[src/rtl/mem_access_ctrl_if.sv]
// CPU-side request/data channels plus the BRAM pin bundle for mem_access_ctrl.
// Optional statistics signals exist only when MEM_ACCESS_STATS_EN is defined.
interface mem_access_ctrl_if #(
    parameter int unsigned AddrWidth = 8,
    parameter int unsigned DataWidth = 16,
    parameter int unsigned LenWidth  = 4
);
    logic                 Req;
    logic                 Ready;
    logic                 Wr;
    logic [AddrWidth-1:0] StartAddr;
    logic [LenWidth-1:0]  BurstLen;
    logic                 WValid;
    logic                 WReady;
    logic [DataWidth-1:0] WData;
    logic                 RValid;
    logic [DataWidth-1:0] RData;
    logic                 Done;
    logic [AddrWidth-1:0] Mem_Addr;
    logic [DataWidth-1:0] Mem_DIn;
    logic [DataWidth-1:0] Mem_DOut;
    logic                 Mem_En_n;
    logic                 Mem_WE_n;
`ifdef MEM_ACCESS_STATS_EN
    logic                 StatsClr;
    logic [15:0]          RdCount;
    logic [15:0]          WrCount;

    modport slave (
        input  Req, Wr, StartAddr, BurstLen, WValid, WData, Mem_DOut, StatsClr,
        output Ready, WReady, RValid, RData, Done, Mem_Addr, Mem_DIn, Mem_En_n, Mem_WE_n,
        output RdCount, WrCount
    );

    modport master (
        output Req, Wr, StartAddr, BurstLen, WValid, WData, Mem_DOut, StatsClr,
        input  Ready, WReady, RValid, RData, Done, Mem_Addr, Mem_DIn, Mem_En_n, Mem_WE_n,
        input  RdCount, WrCount
    );
`else
    modport slave (
        input  Req, Wr, StartAddr, BurstLen, WValid, WData, Mem_DOut,
        output Ready, WReady, RValid, RData, Done, Mem_Addr, Mem_DIn, Mem_En_n, Mem_WE_n
    );

    modport master (
        output Req, Wr, StartAddr, BurstLen, WValid, WData, Mem_DOut,
        input  Ready, WReady, RValid, RData, Done, Mem_Addr, Mem_DIn, Mem_En_n, Mem_WE_n
    );
`endif
endinterface

[src/rtl/mem_access_ctrl.sv]
// Burst read/write controller in front of a negedge-sampling single-port BRAM.
// Define MEM_ACCESS_STATS_EN to add saturating read/write beat counters.
module mem_access_ctrl #(
    parameter int unsigned AddrWidth = 8,
    parameter int unsigned DataWidth = 16,
    parameter int unsigned LenWidth  = 4
) (
    input logic              Clk,
    input logic              Reset,
    mem_access_ctrl_if.slave bus
);
    localparam logic [2:0] StIdle   = 3'd0;
    localparam logic [2:0] StRd     = 3'd1;
    localparam logic [2:0] StRdTail = 3'd2;
    localparam logic [2:0] StWr     = 3'd3;
    localparam logic [2:0] StWrTail = 3'd4;

    localparam logic [AddrWidth-1:0] AddrOne = 1;
    localparam logic [LenWidth:0]    BeatOne = 1;

    logic [2:0]           state_q, state_d;
    logic [AddrWidth-1:0] addr_q, addr_d;
    // Beats not yet issued to the BRAM.
    logic [LenWidth:0]    beats_q, beats_d;
    logic [DataWidth-1:0] rdata_q, rdata_d;
    logic                 rvalid_q, rvalid_d;
    logic                 done_q, done_d;
    logic [AddrWidth-1:0] mem_addr_q, mem_addr_d;
    logic [DataWidth-1:0] mem_din_q, mem_din_d;
    logic                 mem_en_n_q, mem_en_n_d;
    logic                 mem_we_n_q, mem_we_n_d;

    logic ready;
    logic wready;

    assign ready  = (state_q == StIdle);
    assign wready = (state_q == StWr) && (beats_q != '0);

    always_comb begin
        state_d    = state_q;
        addr_d     = addr_q;
        beats_d    = beats_q;
        rdata_d    = rdata_q;
        rvalid_d   = 1'b0;
        done_d     = 1'b0;
        mem_addr_d = mem_addr_q;
        mem_din_d  = mem_din_q;
        mem_en_n_d = 1'b1;
        mem_we_n_d = 1'b1;

        case (state_q)
            StIdle: begin
                if (bus.Req) begin
                    if (bus.Wr) begin
                        state_d = StWr;
                        addr_d  = bus.StartAddr;
                        beats_d = {1'b0, bus.BurstLen} + BeatOne;
                    end else begin
                        // First read beat is issued straight from the accept edge.
                        state_d    = StRd;
                        mem_addr_d = bus.StartAddr;
                        mem_en_n_d = 1'b0;
                        addr_d     = bus.StartAddr + AddrOne;
                        beats_d    = {1'b0, bus.BurstLen};
                    end
                end
            end
            StRd: begin
                rdata_d  = bus.Mem_DOut;
                rvalid_d = 1'b1;
                if (beats_q != '0) begin
                    mem_addr_d = addr_q;
                    mem_en_n_d = 1'b0;
                    addr_d     = addr_q + AddrOne;
                    beats_d    = beats_q - BeatOne;
                end else begin
                    state_d = StRdTail;
                    done_d  = 1'b1;
                end
            end
            StRdTail: begin
                state_d = StIdle;
            end
            StWr: begin
                if (bus.WValid && wready) begin
                    mem_din_d  = bus.WData;
                    mem_addr_d = addr_q;
                    mem_en_n_d = 1'b0;
                    mem_we_n_d = 1'b0;
                    addr_d     = addr_q + AddrOne;
                    beats_d    = beats_q - BeatOne;
                    if (beats_q == BeatOne) begin
                        state_d = StWrTail;
                    end
                end
            end
            StWrTail: begin
                state_d = StIdle;
                done_d  = 1'b1;
            end
            default: begin
                state_d = StIdle;
            end
        endcase
    end

    always_ff @(posedge Clk) begin
        if (Reset) begin
            state_q    <= StIdle;
            addr_q     <= '0;
            beats_q    <= '0;
            rdata_q    <= '0;
            rvalid_q   <= 1'b0;
            done_q     <= 1'b0;
            mem_addr_q <= '0;
            mem_din_q  <= '0;
            mem_en_n_q <= 1'b1;
            mem_we_n_q <= 1'b1;
        end else begin
            state_q    <= state_d;
            addr_q     <= addr_d;
            beats_q    <= beats_d;
            rdata_q    <= rdata_d;
            rvalid_q   <= rvalid_d;
            done_q     <= done_d;
            mem_addr_q <= mem_addr_d;
            mem_din_q  <= mem_din_d;
            mem_en_n_q <= mem_en_n_d;
            mem_we_n_q <= mem_we_n_d;
        end
    end

    assign bus.Ready    = ready;
    assign bus.WReady   = wready;
    assign bus.RValid   = rvalid_q;
    assign bus.RData    = rdata_q;
    assign bus.Done     = done_q;
    assign bus.Mem_Addr = mem_addr_q;
    assign bus.Mem_DIn  = mem_din_q;
    assign bus.Mem_En_n = mem_en_n_q;
    assign bus.Mem_WE_n = mem_we_n_q;

`ifdef MEM_ACCESS_STATS_EN
    logic [15:0] rd_count_q;
    logic [15:0] wr_count_q;

    // Counts the registered enable, i.e. cycles the BRAM really sees an access.
    always_ff @(posedge Clk) begin
        if (Reset || bus.StatsClr) begin
            rd_count_q <= '0;
            wr_count_q <= '0;
        end else begin
            if (!mem_en_n_q && mem_we_n_q && (rd_count_q != 16'hFFFF)) begin
                rd_count_q <= rd_count_q + 16'd1;
            end
            if (!mem_en_n_q && !mem_we_n_q && (wr_count_q != 16'hFFFF)) begin
                wr_count_q <= wr_count_q + 16'd1;
            end
        end
    end

    assign bus.RdCount = rd_count_q;
    assign bus.WrCount = wr_count_q;
`endif
endmodule

[src/flat_wrapper.sv]
// flat-port wrapper written by rule: the top's interface ports become plain ports
module mem_access_ctrl_flat 
#(
    parameter int unsigned AddrWidth = 8,
    parameter int unsigned DataWidth = 16,
    parameter int unsigned LenWidth  = 4
)
  (Clk, Reset, bus_Req, bus_Wr, bus_StartAddr, bus_BurstLen, bus_WValid, bus_WData, bus_Mem_DOut, bus_Ready, bus_WReady, bus_RValid, bus_RData, bus_Done, bus_Mem_Addr, bus_Mem_DIn, bus_Mem_En_n, bus_Mem_WE_n);
  mem_access_ctrl_if #(.AddrWidth(AddrWidth), .DataWidth(DataWidth), .LenWidth(LenWidth)) bus_i ();
  input logic Clk;
  input logic Reset;
  input wire logic [$bits(bus_i.Req)-1:0] bus_Req;
  input wire logic [$bits(bus_i.Wr)-1:0] bus_Wr;
  input wire logic [$bits(bus_i.StartAddr)-1:0] bus_StartAddr;
  input wire logic [$bits(bus_i.BurstLen)-1:0] bus_BurstLen;
  input wire logic [$bits(bus_i.WValid)-1:0] bus_WValid;
  input wire logic [$bits(bus_i.WData)-1:0] bus_WData;
  input wire logic [$bits(bus_i.Mem_DOut)-1:0] bus_Mem_DOut;
  output wire logic [$bits(bus_i.Ready)-1:0] bus_Ready;
  output wire logic [$bits(bus_i.WReady)-1:0] bus_WReady;
  output wire logic [$bits(bus_i.RValid)-1:0] bus_RValid;
  output wire logic [$bits(bus_i.RData)-1:0] bus_RData;
  output wire logic [$bits(bus_i.Done)-1:0] bus_Done;
  output wire logic [$bits(bus_i.Mem_Addr)-1:0] bus_Mem_Addr;
  output wire logic [$bits(bus_i.Mem_DIn)-1:0] bus_Mem_DIn;
  output wire logic [$bits(bus_i.Mem_En_n)-1:0] bus_Mem_En_n;
  output wire logic [$bits(bus_i.Mem_WE_n)-1:0] bus_Mem_WE_n;
  assign bus_i.Req = bus_Req;
  assign bus_i.Wr = bus_Wr;
  assign bus_i.StartAddr = bus_StartAddr;
  assign bus_i.BurstLen = bus_BurstLen;
  assign bus_i.WValid = bus_WValid;
  assign bus_i.WData = bus_WData;
  assign bus_i.Mem_DOut = bus_Mem_DOut;
  assign bus_Ready = bus_i.Ready;
  assign bus_WReady = bus_i.WReady;
  assign bus_RValid = bus_i.RValid;
  assign bus_RData = bus_i.RData;
  assign bus_Done = bus_i.Done;
  assign bus_Mem_Addr = bus_i.Mem_Addr;
  assign bus_Mem_DIn = bus_i.Mem_DIn;
  assign bus_Mem_En_n = bus_i.Mem_En_n;
  assign bus_Mem_WE_n = bus_i.Mem_WE_n;
  mem_access_ctrl #(.AddrWidth(AddrWidth), .DataWidth(DataWidth), .LenWidth(LenWidth)) u_core (.Clk(Clk), .Reset(Reset), .bus(bus_i));
endmodule
[config.mk]
export PLATFORM = sky130hd
export DESIGN_NAME = mem_access_ctrl_flat
export DESIGN_NICKNAME = d
export VERILOG_FILES = /design/src/rtl/mem_access_ctrl_if.sv /design/src/rtl/mem_access_ctrl.sv /design/src/flat_wrapper.sv
export SDC_FILE = /design/constraint.sdc
export NUM_CORES = 1
export LEC_CHECK = 0
export CAP_MARGIN = 40
export CORE_ASPECT_RATIO = 1.4
export CORE_MARGIN = 2
export CORE_UTILIZATION = 46
export DETAILED_ROUTE_END_ITERATION = 10
export PLACE_DENSITY_LB_ADDON = 0.15
export SYNTH_ARGS = -nofsm -noshare
export SYNTH_HDL_FRONTEND = slang
export SYNTH_SLANG_ARGS = --single-unit
[constraint.sdc]
create_clock -name Clk -period 2.5 [get_ports Clk]
set_input_delay 0.5 -clock Clk [delete_from_list [all_inputs] [get_ports Clk]]
set_output_delay 0.5 -clock Clk [all_outputs]
set_load 0.02 [all_outputs]
==> summary.md, run 1 <==
| Metric | Value |
|---|---|
| Max-cap violations | 0 |
| GRT Total Usage | 21.18% |
| First-pass GRT wire length | 11800 µm |
| Levels on crit path | 2 |
| Register area | 0.001201 mm² |
| Core Footprint | 0.006126 mm² |
| Proportion of layout cells with a drive suffix above 1 | 9.955% |
| CTS H-Tree Depth | 3 |
| Mapped Nets | 404 |
| Layout area overhead | 40.95% |
| WP buf/inv | 1 |
| Maximum VDD drop | 579.8 µV |
| Clock Latency Late Sink | 0.34 ns |
| Yosys cell types | 46 |
| # setup viols final | 0 |
| Setup crit end | bus_Ready |
| Fin nets | 493 |
| Port Buffers | 94 |
| Most frequent cells in the layout | 97 x nand2_1, 92 x clkdlybuf4s50_1, 60 x dfxtp_1 |
| R2R depth | 6 |
| CP Capture Type | primary output |
| Worst slew pin tran | 0.6263 ns |
| R2R Setup Slk | 0.35 ns |
| Slew margin rel. | 58.24% |
| DIE WIDTH | 70.75 µm |
| Mapped Area | 0.002869 mm² |
| Critical Path RT | ~2.0 ns |
| Via count | ~2700 |
| Chip height | 97.45 µm |
| DP HPWL | around 5200 µm |
| Top post-synthesis cells by area | dfxtp_1 42%, nand2_1 13%, a21oi_1 8.0%, a311oi_2 4.2%, ha_1 2.6% |
| Number of diodes | 0 |
| Final ANT Viol Nets | 0 |
| Number of synthesized flops with an enable pin | 0 |
| Initial core utilization | 46.83% |
| Hold Crit Class | reg -> reg |
| Final Hold Fails | 0 |
| Die area | between 0.006 and 0.007 mm² |
| I/O Pins | 95 |
| CP startpoint kind | flop |
| Crit path max-delay family | buffers and inverters |
| LEAKAGE | 1.430 nW |
| Number of global-route vias before repair | about 2600 |
| Overflow after GRT | 0 |
| Residual DRC | 0 |
| CTS tree | yes |
| Final Power | 3.736 mW |
| Sinks on Clock Net | 60 |
| Yosys top cell by area | dfxtp_1 |
| Setup tns final | 0 ns |
| Wire length after detailed routing | around 7200 µm |
| Register clock-pin slew on the reported worst setup and hold paths | approximately 0.070 ns |
| Synthesized area per cell | 8.221 µm² |
| Iter 0 DRT Violations | 94 |
| DRT Pass-1 Iters | 4 |
| Max-slew violation count | 0 |
| Fmax | 0.4327 GHz |
| Routability-driven placement congestion ratio | 0.7949 |
| Worst Path Arrival | between 1.5 and 2 ns |
| Flop and latch count out of synthesis | 60 |
| Cell chain of the critical path | nor3_4 > clkdlybuf4s50_1 |
| Async set-reset flop share out of synthesis | 0% |
| Placement Rows | 34 |
| Setup Fix Bufs, Post-CTS | 0 |
| DR vias/cell | 5.337 |
| Kind of critical path | reg -> out |
| Largest net degree at the start of global routing | 31 |
| Fillers | 552 |
| WL/cell | 14.02 µm |
| Yosys Warn Count | 0 |
| Final worst-path cycle share | 92.44% |
| Root Driver | clkbuf_8 |
| Unrepaired setup endpoints after global routing | false |
| Worst R2R End | u_core.bus.Mem_Addr[0] |
| Clock skew | 0.005564 ns |
| CP peak stage delay | 0.69 ns |
| Commonest non-fill, non-tap cell in the layout | nand2_1 |
| Prevailing post-synth register cell | dfxtp_1 |
| Status | finished, final reports clean |
| Crit path from | u_core.state_q[1] |
| Pwr Density | 924.0 mW/mm² |
| Initial antenna violation count | 0 |
| Sequential fraction of the synthesis area | between 40% and 50% |
| Post-synth top area share | between 40% and 50% |
| R2R Path Start | u_core.state_q[0] |
| CTS Buf Count | 9 |
| Tmin final | 2.311 ns |
| Deepest clock path buffer count | 2 |
| Slowest cell on the critical path | clkdlybuf4s50_1 |
| CP Max Fanout | 12 |
| Footprint of the multi-input gates | 0.001513 mm² |
| Hold_buf cts | 0 |
| Synth Instances | 349 |
routing by layer:
layer | track usage, % | share of wire (%) | vias up
met1 | 22.83 | 40 | 1267
met4 | 8.853 | 2.2 | 0
met3 | 5.705 | 5.4 | 15
li1 | - | - | 1380
met5 | 0 | 0 | -
met2 | 38.10 | 52 | 81
per-stage QoR:
stage / std cells / setup slack (ns) / util, % / cell area [µm²] / hold WS [ns]
after floorplan: 349 / 0.5797 / - / 2869 / 0.4624
after global placement: 499 / 0.1842 / 62.28 / 3815 / 0.4413
after detailed placement: 499 / 0.1642 / 62.28 / 3815 / 0.4456
after CTS: 514 / 0.02416 / 66.07 / 4048 / 0.4548
after global routing: 514 / 0.09624 / 66.01 / 4044 / 0.4734
final: 514 / 0.1891 / 66.01 / 4044 / 0.4509
power breakdown:
group / switching, mW / internal [mW] / total [mW] / leakage, nW
Sequential: 0.166 / 1.14 / 1.30 / 0.490
Clock: 0.367 / 0.639 / 1.01 / 0.119
Combinational: 0.802 / 0.626 / 1.43 / 0.822
Total: 1.33 / 2.40 / 3.74 / 1.43
synthesized netlist by cell type (all sizes together) (2+ instances only):
master	count
a211oi	3
a21oi	47
a22oi	2
a311oi	8
buf	11
clkbuf	12
dfxtp	60
ha	6
inv	6
mux2i	2
nand2	98
nand2b	4
nand3	5
nand3b	2
nand4	4
nand4b	2
nor2	19
nor2b	2
nor3	10
o211ai	2
o21ai	13
o221a	2
o31ai	2
o32ai	2
xnor2	5
xor2	6
sequential cells by signal, indices dropped and copies added, names as in the netlist:
register	cells
u_core.bus.Mem_DIn	16
u_core.bus.RValid	1
u_core.bus.Done	1
u_core.bus.Mem_En_n	1
u_core.beats_q	5
u_core.state_q	3
u_core.addr_q	8
u_core.bus.Mem_WE_n	1
u_core.bus.RData	16
u_core.bus.Mem_Addr	8
worst min-delay path by stage:
stage / start / endpoint / slack, ns / cells after the start
floorplan: u_core.addr_q[6] / u_core.addr_q[6] / 0.46 / 2
global placement: u_core.bus.RData[14] / u_core.bus.RData[14] / 0.44 / 2
detailed placement: u_core.bus.RData[2] / u_core.bus.RData[2] / 0.45 / 2
CTS: u_core.bus.Mem_DIn[15] / u_core.bus.Mem_DIn[15] / 0.45 / 2
global route: u_core.bus.RData[14] / u_core.bus.RData[14] / 0.47 / 2
finish: u_core.bus.Mem_DIn[3] / u_core.bus.Mem_DIn[3] / 0.45 / 2
cell families after synthesis:
family | Yosys count | synth area share (%)
AND/OR/NAND/NOR | 154 | 24.07
adder cells (fa/ha/maj) | 6 | 2.617
AO/OA/AOI/OAI | 86 | 21.59
XOR/XNOR | 11 | 3.358
multiplexers | 3 | 1.090
flip-flops | 60 | 41.87
buffers and inverters | 29 | 5.407
worst min-delay path: stages, from the launching register on:
cell,delay (ns)
dfxtp_1,0.31
nand2_1,0.05
a21oi_1,0.05
cell type report:
class                           instances  share of cell area, %
Multi-Input combinational cell        260                  37.41
Sequential cell                        60                  29.70
Timing Repair Buffer                  101                  24.32
Clock buffer                           12                  4.084
Tap cell                               72                  2.228
Clock inverter                          3                  1.702
Inverter                                6                 0.5569
what timing repair did:
action / 4_1_cts / 5_1_grt
pin swaps: 0 / 0
setup endpoints to repair: 1 / 1
resized for setup: 1 / 2
Note: power is estimated with default switching activity, not from simulation.
==> inputs of run 2 (changes only) <==
--- a/config.mk
+++ b/config.mk
@@ -10,7 +10,7 @@
 export CORE_MARGIN = 2
 export CORE_UTILIZATION = 46
 export DETAILED_ROUTE_END_ITERATION = 10
-export PLACE_DENSITY_LB_ADDON = 0.15
+export PLACE_DENSITY_LB_ADDON = 0.05
 export SYNTH_ARGS = -nofsm -noshare
 export SYNTH_HDL_FRONTEND = slang
 export SYNTH_SLANG_ARGS = --single-unit
==> run 2 against run 1 <==
Compared with the run above: clock skew decreased by 0.00078 ns; die area unchanged; non-clock buffer count increased by 2; critical path depth increased by 3; setup slack got worse by 0.018 ns; sequential share of layout area increased by 0.20 points; via count about the same; clock-buffer cell count decreased by 1; cell area decreased by 0.68%; first-iteration DRC count increased by 55%; utilization decreased by 0.45 points; critical endpoint is now bus_WReady.
==> summary.md, run 2 (synthesized netlist as in run 1, its figures left out) <==
| Metric | Value |
|---|---|
| CP Capture Type | primary output (unchanged) |
| Fillers | 567 (was 552) |
| Fin nets | 495 (was 493) |
| Finished Cell Area | 0.004016 mm² (was 0.004044 mm²) |
| Worst Path Arrival | 1.83 ns (was 1.81 ns) |
| Largest net degree at the start of global routing | 36 (was 31) |
| DIE WIDTH | 70.75 µm (unchanged) |
| Via count | 2742 (was 2743) |
| Final worst-path cycle share | 93.17% (was 92.44%) |
| Pre-CTS WS | 0.1371 ns (was 0.1642 ns) |
| Setup crit end | bus_WReady (was bus_Ready) |
| Tmin final | 2.329 ns (was 2.311 ns) |
| Chip height | 97.45 µm (unchanged) |
| Initial antenna violation count | 0 (unchanged) |
| Deepest clock path buffer count | 2 (unchanged) |
| CTS tree | yes (unchanged) |
| Max-slew violation count | 0 (unchanged) |
| R2R Path Start | u_core.state_q[0] (unchanged) |
| # setup viols final | 0 (unchanged) |
| Most frequent cells in the layout | 97 x nand2_1, 92 x clkdlybuf4s50_1, 60 x dfxtp_1 (unchanged) |
| First-pass GRT wire length | 12520 µm (was 11800 µm) |
| GRT Total Usage | 22.53% (was 21.18%) |
| Register clock-pin slew on the reported worst setup and hold paths | 0.06 ns (was 0.07 ns) |
| Residual DRC | 0 (unchanged) |
| DP HPWL | 5279 µm (was 5199 µm) |
| Worst R2R End | u_core.bus.Mem_Addr[7] (was u_core.bus.Mem_Addr[0]) |
| Maximum VDD drop | 559.7 µV (was 579.8 µV) |
| Core Footprint | 0.006126 mm² (unchanged) |
| Fmax | 0.4293 GHz (was 0.4327 GHz) |
| CP Max Fanout | 5 (was 12) |
| R2R depth | 6 (unchanged) |
| Placed Instances | 501 (was 499) |
| Status | finished, final reports clean (unchanged) |
| DR vias/cell | 5.314 (was 5.337) |
| Crit path from | u_core.beats_q[0] (was u_core.state_q[1]) |
| Hold Path Cell Cnt | 2 (unchanged) |
| Overflow after GRT | 0 (unchanged) |
| Slew margin rel. | 57.01% (was 58.24%) |
| Final ANT Viol Nets | 0 (unchanged) |
| Port Buffers | 94 (unchanged) |
| Wire length after detailed routing | 7305 µm (was 7206 µm) |
| Critical Path RT | 2.00 ns (about the same) |
| Kind of critical path | reg -> out (unchanged) |
| Clock Latency Late Sink | 0.33 ns (was 0.34 ns) |
| Pwr Density | 891.2 mW/mm² (was 924.0 mW/mm²) |
| Layout area overhead | 39.99% (was 40.95%) |
| Setup Fix Bufs, Post-CTS | 0 (unchanged) |
| Post-placement cell area | 0.003830 mm² (was 0.003815 mm²) |
| Final Hold Fails | 0 (unchanged) |
| Clock skew | 0.004787 ns (was 0.005564 ns) |
| Worst slew pin tran | 0.6448 ns (was 0.6263 ns) |
| Final cell count without fillers | 516 (was 514) |
| Sinks on Clock Net | 60 (unchanged) |
| DRT Pass-1 Iters | 4 (unchanged) |
| Setup ws final | 0.1708 ns (was 0.1891 ns) |
| CP startpoint kind | flop (unchanged) |
| Iter 0 DRT Violations | 146 (was 94) |
| Post-Route Utilization | 65.56% (was 66.01%) |
| CTS Buf Count | 9 (unchanged) |
| Initial core utilization | 46.83% (unchanged) |
| Hold_buf cts | 0 (unchanged) |
| Max-cap violations | 0 (unchanged) |
| Unrepaired setup endpoints after global routing | false (unchanged) |
| I/O Pins | 95 (unchanged) |
| Proportion of layout cells with a drive suffix above 1 | 10.14% (was 9.955%) |
| WL/cell | 14.16 µm (was 14.02 µm) |
| Hold Crit Class | reg -> reg (unchanged) |
| Die area | 0.006894 mm² (unchanged) |
| R2R Setup Slk | 0.36 ns (was 0.35 ns) |
| Number of diodes | 0 (unchanged) |
| Routability-driven placement congestion ratio | 0.8912 (was 0.7949) |
| CTS H-Tree Depth | 3 (unchanged) |
| Number of global-route vias before repair | 2678 (was 2562) |
| LEAKAGE | 1.413 nW (was 1.430 nW) |
| Root Driver | clkbuf_8 (unchanged) |
| Setup tns final | 0 ns (unchanged) |
| Placement Rows | 34 (unchanged) |
| Commonest non-fill, non-tap cell in the layout | nand2_1 (unchanged) |
[run 2: final cells by class]
cell class              count  area (µm²)  share of cell area (%)
multi-input cells         260        1513                   37.66
flip-flops and latches     60        1201                   29.91
repair buffers            103       998.5                   24.86
clock buffers              11       141.4                   3.520
well taps                  72       90.09                   2.243
clock inverters             4       50.05                   1.246
inverters                   6       22.52                  0.5607
[run 2: critical path, stage by stage (launching register included)]
cell and delay (ns):
dfxtp_1 0.35, inv_1 0.09, ha_1 0.18, or4b_4 0.51, and3_4 0.20, clkbuf_2 0.16
[run 2: what timing repair did]
action | CTS | global route
endpoints found under the setup margin | 1 | 1
gates resized for setup | 2 | 1
gates cloned | 0 | 0
[run 2: worst min path at each step]
stage                             end  slack (ns)              startpoint
6_report          u_core.bus.RData[0]        0.45     u_core.bus.RData[0]
3_5_place_dp   u_core.bus.Mem_DIn[11]        0.45  u_core.bus.Mem_DIn[11]
4_1_cts        u_core.bus.Mem_DIn[11]        0.45  u_core.bus.Mem_DIn[11]
3_3_place_gp      u_core.bus.RData[2]        0.44     u_core.bus.RData[2]
5_1_grt          u_core.bus.RData[14]        0.47    u_core.bus.RData[14]
2_1_floorplan        u_core.addr_q[6]        0.46        u_core.addr_q[6]
[run 2: layer usage]
metal  track usage, %  vias to the layer above  wire (µm)
met5                0                        -          0
li1                 -                     1386          -
met1            25.67                     1265       2986
met3            5.705                       11        372
met4            8.999                        0        122
met2            39.47                       80       3823
[run 2: through the flow]
| step | total power [mW] | hold slack [ns] |
|---|---|---|
| finish | 3.580 | 0.4522 |
| floorplan | 2.272 | 0.4624 |
| detailed placement | 2.759 | 0.4455 |
| CTS | 3.610 | 0.4545 |
| global placement | 2.728 | 0.4407 |
| global route | 3.826 | 0.4723 |
[run 2: where the power goes]
group | total (mW) | switching (mW) | leakage [nW] | internal, mW
clock network | 0.847 | 0.367 | 0.0914 | 0.480
logic | 1.43 | 0.806 | 0.832 | 0.627
registers | 1.30 | 0.163 | 0.490 | 1.14
total | 3.58 | 1.34 | 1.41 | 2.24
